===== src/rtl/univ_fifo_pkg.sv =====
// ----------------------------------------------------------------------------
// univ_fifo_pkg
// Shared definitions for the univ_async_fifo support logic.
//   arb_state_e  : write-port arbiter state encoding (idle / burst)
//   STAT_W       : width of the optional saturating statistics counters
//   owner_width  : index width for a requester count (never below 1 bit)
// ----------------------------------------------------------------------------
package univ_fifo_pkg;

  typedef enum logic {
    ARB_IDLE  = 1'b0,
    ARB_BURST = 1'b1
  } arb_state_e;

  localparam int STAT_W = 16;

  function automatic int owner_width(input int num_req);
    return (num_req > 1) ? $clog2(num_req) : 1;
  endfunction

endpackage


===== src/rtl/univ_fifo_wr_arbiter_rr_pick.sv =====
// ----------------------------------------------------------------------------
// rr_pick
// Combinational round-robin selector. Returns the first set request bit found
// searching upward from rr_ptr, wrapping modulo NUM_REQ.
// Ports:
//   req     in  NUM_REQ  request vector
//   rr_ptr  in  IDX_W    search start index (must be < NUM_REQ)
//   sel     out IDX_W    selected index (0 when nothing requested)
//   any_req out 1        at least one request bit set
// ----------------------------------------------------------------------------
module rr_pick #(
  parameter int NUM_REQ = 4,
  parameter int IDX_W   = (NUM_REQ > 1) ? $clog2(NUM_REQ) : 1
) (
  input  logic [NUM_REQ-1:0] req,
  input  logic [IDX_W-1:0]   rr_ptr,
  output logic [IDX_W-1:0]   sel,
  output logic               any_req
);

  logic [2*NUM_REQ-1:0] req_dbl;
  logic [NUM_REQ-1:0]   req_rot;
  logic [IDX_W:0]       idx_sum;

  // Rotate so that bit 0 of req_rot is requester rr_ptr; the doubled copy
  // supplies the wrapped-around bits.
  assign req_dbl = {req, req} >> rr_ptr;
  assign req_rot = req_dbl[NUM_REQ-1:0];

  // Scan from the far end so the closest request to rr_ptr is the last write.
  always_comb begin
    sel     = '0;
    any_req = 1'b0;
    idx_sum = '0;
    for (int k = NUM_REQ - 1; k >= 0; k--) begin
      if (req_rot[k]) begin
        idx_sum = {1'b0, rr_ptr} + (IDX_W+1)'(k);
        if (idx_sum >= (IDX_W+1)'(NUM_REQ)) begin
          idx_sum = idx_sum - (IDX_W+1)'(NUM_REQ);
        end
        sel     = idx_sum[IDX_W-1:0];
        any_req = 1'b1;
      end
    end
  end

endmodule


===== src/rtl/univ_fifo_wr_arbiter.sv =====
// ----------------------------------------------------------------------------
// univ_fifo_wr_arbiter
// Shares the single write port of univ_async_fifo among NUM_REQ requesters in
// the FIFO write-clock domain. Round-robin grant, each grant owns the port for
// at most MAX_BURST accepted words; the FIFO full flag stalls the owner.
//
// Ports:
//   wclk        in   write clock, rising edge
//   wrst        in   synchronous reset, active high
//   req         in   per-requester request level, held while data is valid
//   req_data    in   packed data, slice i belongs to requester i
//   gnt         out  registered one-hot grant
//   ack         out  combinational: owner's word accepted this cycle
//   fifo_full   in   FIFO full flag
//   fifo_w_en   out  FIFO write enable
//   fifo_data   out  FIFO data_in
//   busy        out  registered, high while in BURST
//   owner       out  registered index of current or last owner
//   stat_words  out  (UNIV_FIFO_ARB_STATS_EN) per-requester accepted words
//   stat_stall  out  (UNIV_FIFO_ARB_STATS_EN) BURST cycles stalled by full
//
// Optional feature macro: UNIV_FIFO_ARB_STATS_EN
//
// state     | meaning
// ----------+-------------------------------------------------------------
// ARB_IDLE  | no owner; pick next requester round-robin from rr_ptr
// ARB_BURST | owner drives the FIFO write port until MAX_BURST words or
//           | it drops req; fifo_full holds the burst without a timeout
// ----------------------------------------------------------------------------
module univ_fifo_wr_arbiter
  import univ_fifo_pkg::*;
#(
  parameter int NUM_REQ    = 4,
  parameter int DATA_WIDTH = 32,
  parameter int MAX_BURST  = 4
) (
  input  logic                          wclk,
  input  logic                          wrst,
  input  logic [NUM_REQ-1:0]            req,
  input  logic [NUM_REQ*DATA_WIDTH-1:0] req_data,
  output logic [NUM_REQ-1:0]            gnt,
  output logic [NUM_REQ-1:0]            ack,
  input  logic                          fifo_full,
  output logic                          fifo_w_en,
  output logic [DATA_WIDTH-1:0]         fifo_data,
  output logic                          busy,
  output logic [$clog2(NUM_REQ)-1:0]    owner
`ifdef UNIV_FIFO_ARB_STATS_EN
  ,
  output logic [NUM_REQ*STAT_W-1:0]     stat_words,
  output logic [STAT_W-1:0]             stat_stall
`endif
);

  localparam int OW = owner_width(NUM_REQ);
  localparam int BW = (MAX_BURST > 1) ? $clog2(MAX_BURST) : 1;
  localparam logic [NUM_REQ-1:0] ONE_HOT0 = NUM_REQ'(1);

  arb_state_e           state;
  logic [OW-1:0]        rr_ptr;
  logic [BW-1:0]        burst_cnt;
  logic [OW-1:0]        sel;
  logic                 any_req;
  logic                 in_burst;
  logic                 owner_req;
  logic                 accept;
  logic                 last_word;
  logic                 burst_end;
  logic [OW-1:0]        owner_next;
  logic [DATA_WIDTH-1:0] slot [NUM_REQ];

  for (genvar g = 0; g < NUM_REQ; g++) begin : g_slot
    assign slot[g] = req_data[g*DATA_WIDTH +: DATA_WIDTH];
  end

  rr_pick #(
    .NUM_REQ (NUM_REQ),
    .IDX_W   (OW)
  ) u_rr_pick (
    .req     (req),
    .rr_ptr  (rr_ptr),
    .sel     (sel),
    .any_req (any_req)
  );

  assign in_burst  = (state == ARB_BURST);
  assign owner_req = req[owner];

  // The reset cycle never writes, so a word in flight when wrst rises is
  // dropped rather than half-committed.
  assign accept    = in_burst && owner_req && !fifo_full && !wrst;
  assign last_word = (burst_cnt == BW'(MAX_BURST - 1));
  assign burst_end = in_burst && (!owner_req || (accept && last_word));

  assign owner_next = (owner == OW'(NUM_REQ - 1)) ? '0 : owner + OW'(1);

  assign fifo_w_en = accept;
  assign fifo_data = in_burst ? slot[owner] : '0;
  assign ack       = accept ? (ONE_HOT0 << owner) : '0;

  always_ff @(posedge wclk) begin
    if (wrst) begin
      state     <= ARB_IDLE;
      gnt       <= '0;
      busy      <= 1'b0;
      owner     <= '0;
      rr_ptr    <= '0;
      burst_cnt <= '0;
    end else if (state == ARB_IDLE) begin
      if (any_req) begin
        state     <= ARB_BURST;
        gnt       <= ONE_HOT0 << sel;
        owner     <= sel;
        busy      <= 1'b1;
        burst_cnt <= '0;
      end
    end else begin
      if (accept) begin
        burst_cnt <= burst_cnt + BW'(1);
      end
      // Returning to IDLE on every end forces one idle cycle between bursts.
      if (burst_end) begin
        state     <= ARB_IDLE;
        gnt       <= '0;
        busy      <= 1'b0;
        rr_ptr    <= owner_next;
        burst_cnt <= '0;
      end
    end
  end

`ifdef UNIV_FIFO_ARB_STATS_EN
  logic [STAT_W-1:0] words_q [NUM_REQ];
  logic [STAT_W-1:0] stall_q;
  logic              stall_cyc;

  assign stall_cyc = in_burst && owner_req && fifo_full;

  always_ff @(posedge wclk) begin
    if (wrst) begin
      for (int i = 0; i < NUM_REQ; i++) begin
        words_q[i] <= '0;
      end
      stall_q <= '0;
    end else begin
      if (accept && (words_q[owner] != '1)) begin
        words_q[owner] <= words_q[owner] + STAT_W'(1);
      end
      if (stall_cyc && (stall_q != '1)) begin
        stall_q <= stall_q + STAT_W'(1);
      end
    end
  end

  for (genvar g = 0; g < NUM_REQ; g++) begin : g_stat
    assign stat_words[g*STAT_W +: STAT_W] = words_q[g];
  end
  assign stat_stall = stall_q;
`endif

endmodule


===== config.mk =====
export PLATFORM = sky130hd
export DESIGN_NAME = univ_fifo_wr_arbiter
export DESIGN_NICKNAME = d
export VERILOG_FILES = /design/src/rtl/univ_fifo_pkg.sv /design/src/rtl/univ_fifo_wr_arbiter_rr_pick.sv /design/src/rtl/univ_fifo_wr_arbiter.sv
export SDC_FILE = /design/constraint.sdc
export NUM_CORES = 1
export LEC_CHECK = 0
export CAP_MARGIN = 25
export CORE_MARGIN = 2
export CORE_UTILIZATION = 31
export DETAILED_ROUTE_END_ITERATION = 8
export PLACE_DENSITY_LB_ADDON = 0.08
export SYNTH_ARGS = -nofsm -noshare
export SYNTH_HDL_FRONTEND = slang
export SYNTH_HIERARCHICAL = 1
export SYNTH_SLANG_ARGS = --single-unit
export TNS_END_PERCENT = 100

===== constraint.sdc =====
create_clock -name wclk -period 2.52 [get_ports wclk]
set_input_delay 0.252 -clock wclk [delete_from_list [all_inputs] [get_ports wclk]]
set_output_delay 0.252 -clock wclk [all_outputs]
set_load 0.02 [all_outputs]

==> results.py <==
metrics = {
    "status": {
        "status": "finished, final reports clean",
    },
    "route": {
        "drt_wl_total_um": 7020,
        "post_drt_via_cell_ratio": 5.11,
        "wl_per_cell_um": 17.5,
        "drc": 0,
        "antenna_left": 0,
        "drt_first_pass_iters": 4,
        "route.vias.total": 2043,
        "drtIter0Drc": 88,
    },
    "timing": {
        "slew_headroom_pct": 77.4,
        "period_minus_slack_ns": 2.38,
        "tightest_slew_ns": 0.340,
        "setup_slack_ns": 0.142,
        "finalSetupTns_ns": 0,
        "timing.fmax_mhz": 420,
        "finClkSkew_ns": 0.00405,
        "final_max_slew_viol_count": 0,
        "report.final.hold_viol_count": 0,
        "rsz0062_at_grt": "no",
        "post-route-period-util_pct": 94.4,
        "setup_violations": 0,
    },
    "global_route": {
        "grt.overflow.total": 0,
        "grt_max_degree": 33,
        "grt_antenna_before_repair": 0,
        "gr-usage-met3_pct": 5.81,
        "grt_pass1_vias": 2077,
        "grt_pass1_wl_um": 11100,
        "track_usage_pct": 23.0,
        "grtUsageMet1_pct": 26.1,
        "use_met2_pct": 42.8,
        "busiest_layer": "met2",
    },
    "finish": {
        "final_cell_mix": "clkdlybuf4s50_1 (178), and2_1 (33), mux4_2 (32), inv_1 (13), dfxtp_1 (10)",
        "drive_above_1_share_pct": 13.9,
        "utilization_pct": 69.8,
        "seqCellArea_um2": 243,
        "multiInputGateArea_um2": 1320,
        "fillers": 394,
        "syn2layout_area_growth_pct": 114,
        "antenna_cells": 0,
        "final_common_cell": "clkdlybuf4s50_1",
        "fin_nets": 471,
    },
    "synthesis": {
        "synth_enable_flop_cells": 0,
        "synth_compound_area_share_pct": 8.46,
        "yosys.area_share.adder_pct": 3.71,
        "synth_cells": 157,
        "synth-simple-area-share_pct": 19.5,
        "ys_ff_latch": 12,
        "syn_area_um2": 1690,
        "ys_async_sr_fraction_pct": 0,
        "yosys_most_used_dff": "dfxtp_1",
        "synth_xor_area_share_pct": 0,
        "synth_top_family_by_area": "multiplexers",
        "syn_nets": 297,
        "avgSynthCellArea_um2": 10.7,
        "ys_seq_area_share_pct": 14.2,
        "synth.area.mux_share_pct": 46.7,
        "ys_warn_count": 6,
        "synth_cell_types": 34,
    },
    "critical_path": {
        "r2r_slack_ns": 0.89,
        "cp.arrival_ns": 2.13,
        "crit_end": "ack[2]",
        "rr_worst_depth": 3,
        "worstPathRequired_ns": 2.27,
        "endpoint_kind": "output port",
        "cp-start-kind": "input port",
        "critical_path_class": "input port to output port",
        "startpoint": "req[0]",
        "path_max_fanout": 11,
        "reg2reg_from": "owner[0]",
        "rr_endpoint": "gnt[3]",
    },
    "power_and_ir_drop": {
        "vdd_drop_max_mv": 0.386,
        "p_leak_uw": 0.00131,
        "power_uw": 1230,
        "power.density_nw_per_um2": 341,
    },
    "min_path": {
        "min_delay_path_depth": 2,
        "hold_class": "flop to flop",
    },
    "clock_tree": {
        "cts_tree": "built",
        "cts_resized": 0,
        "cts_hold_buffers": 0,
        "cts_num_sinks": 12,
        "clk_latency_ns": 0.25,
        "cts.reportedPaths.clkPinSlew_ns": 0.05,
        "htreeDepth": 1,
        "cts_buffers": 3,
        "cts_setup_buffers": 0,
        "clk_path_buf_depth": 2,
        "root_buffer": "clkbuf_8",
    },
    "die": {
        "dieArea_um2": 6050,
        "fp.dieH_um": 77.8,
        "fp.dieW_um": 77.8,
        "start_util_pct": 32.6,
        "core_area_um2": 5170,
        "pin_count": 179,
        "num_rows": 26,
    },
    "placed_design": {
        "pre_cts_slack_ns": 0.150,
        "port_buffers": 178,
        "gp_congestion": 0.752,
        "dp_hpwl_um": 5760,
    },
    "flow_run": {
        "cap_violations": 0,
    },
}
## metrics by stage
step / area, um2 / std cells / hold WS [ns]
floorplan: 1690 / 157 / 0.440
global placement: 3550 / 396 / 0.453
detailed placement: 3550 / 396 / 0.461
CTS: 3610 / 400 / 0.470
global route: 3610 / 400 / 0.486
finish: 3610 / 400 / 0.464
## metal layers
layer  vias to the layer above  wire [um]
met1                       982       2620
met4                         0        148
met5                         -          0
met3                        13        483
met2                       100       3770
li1                        948          -
## sequential cells by signal (all words and copies together) (netlist names)
signal / cells
busy: 1
gnt: 4
burst_cnt: 2
rr_ptr: 2
in_burst: 1
owner: 2
## worst max-delay path, cell delays in order
cell and delay [ns]:
clkdlybuf4s50_1 0.49, mux4_2 0.61, and3_1 0.23, clkdlybuf4s50_1 0.54
## cells by family after synthesis
group / after synthesis
flip-flops: 12
adder cells (fa/ha/maj): 5
multiplexers: 37
AO/OA/AOI/OAI: 19
buffers and inverters: 28
AND/OR/NAND/NOR: 56
## power breakdown
group	internal, uW	switching [uW]
registers	208	20.4
clock network	139	78.1
logic	493	291
total	839	390
## synth_stat cells (2+ instances only)
library cell / instances / area, um2
o21ai_0: 2 / 10.0
and3_1: 4 / 25.0
and2_1: 33 / 206
buf_6: 2 / 22.5
a21oi_1: 4 / 20.0
a22o_1: 2 / 17.5
dfxtp_1: 12 / 240
nand4_1: 2 / 12.5
buf_2: 3 / 15.0
mux4_2: 32 / 721
nor3_1: 2 / 10.0
nand2_1: 3 / 11.3
ha_1: 5 / 62.6
mux2i_1: 3 / 30.0
clkbuf_1: 10 / 37.5
nand2b_1: 3 / 18.8
inv_1: 13 / 48.8
a32o_1: 2 / 20.0
nor2_1: 5 / 18.8
## how the worst min path moves through the flow
stage / start / endpoint / slack, ns
2_1_floorplan: burst_cnt[1] / burst_cnt[1] / 0.44
3_3_place_gp: burst_cnt[1] / burst_cnt[1] / 0.45
3_5_place_dp: gnt[3] / gnt[3] / 0.46
4_1_cts: busy / busy / 0.47
5_1_grt: busy / busy / 0.49
6_report: busy / busy / 0.46
## layout make-up
class / instances / area share (%)
timing repair buffer: 184 / 51.3
multi-input combinational: 117 / 36.7
sequential: 12 / 6.73
tap: 70 / 2.43
clock buffer: 4 / 1.53
inverter: 13 / 1.35
Power figures use the tool's default switching activity.
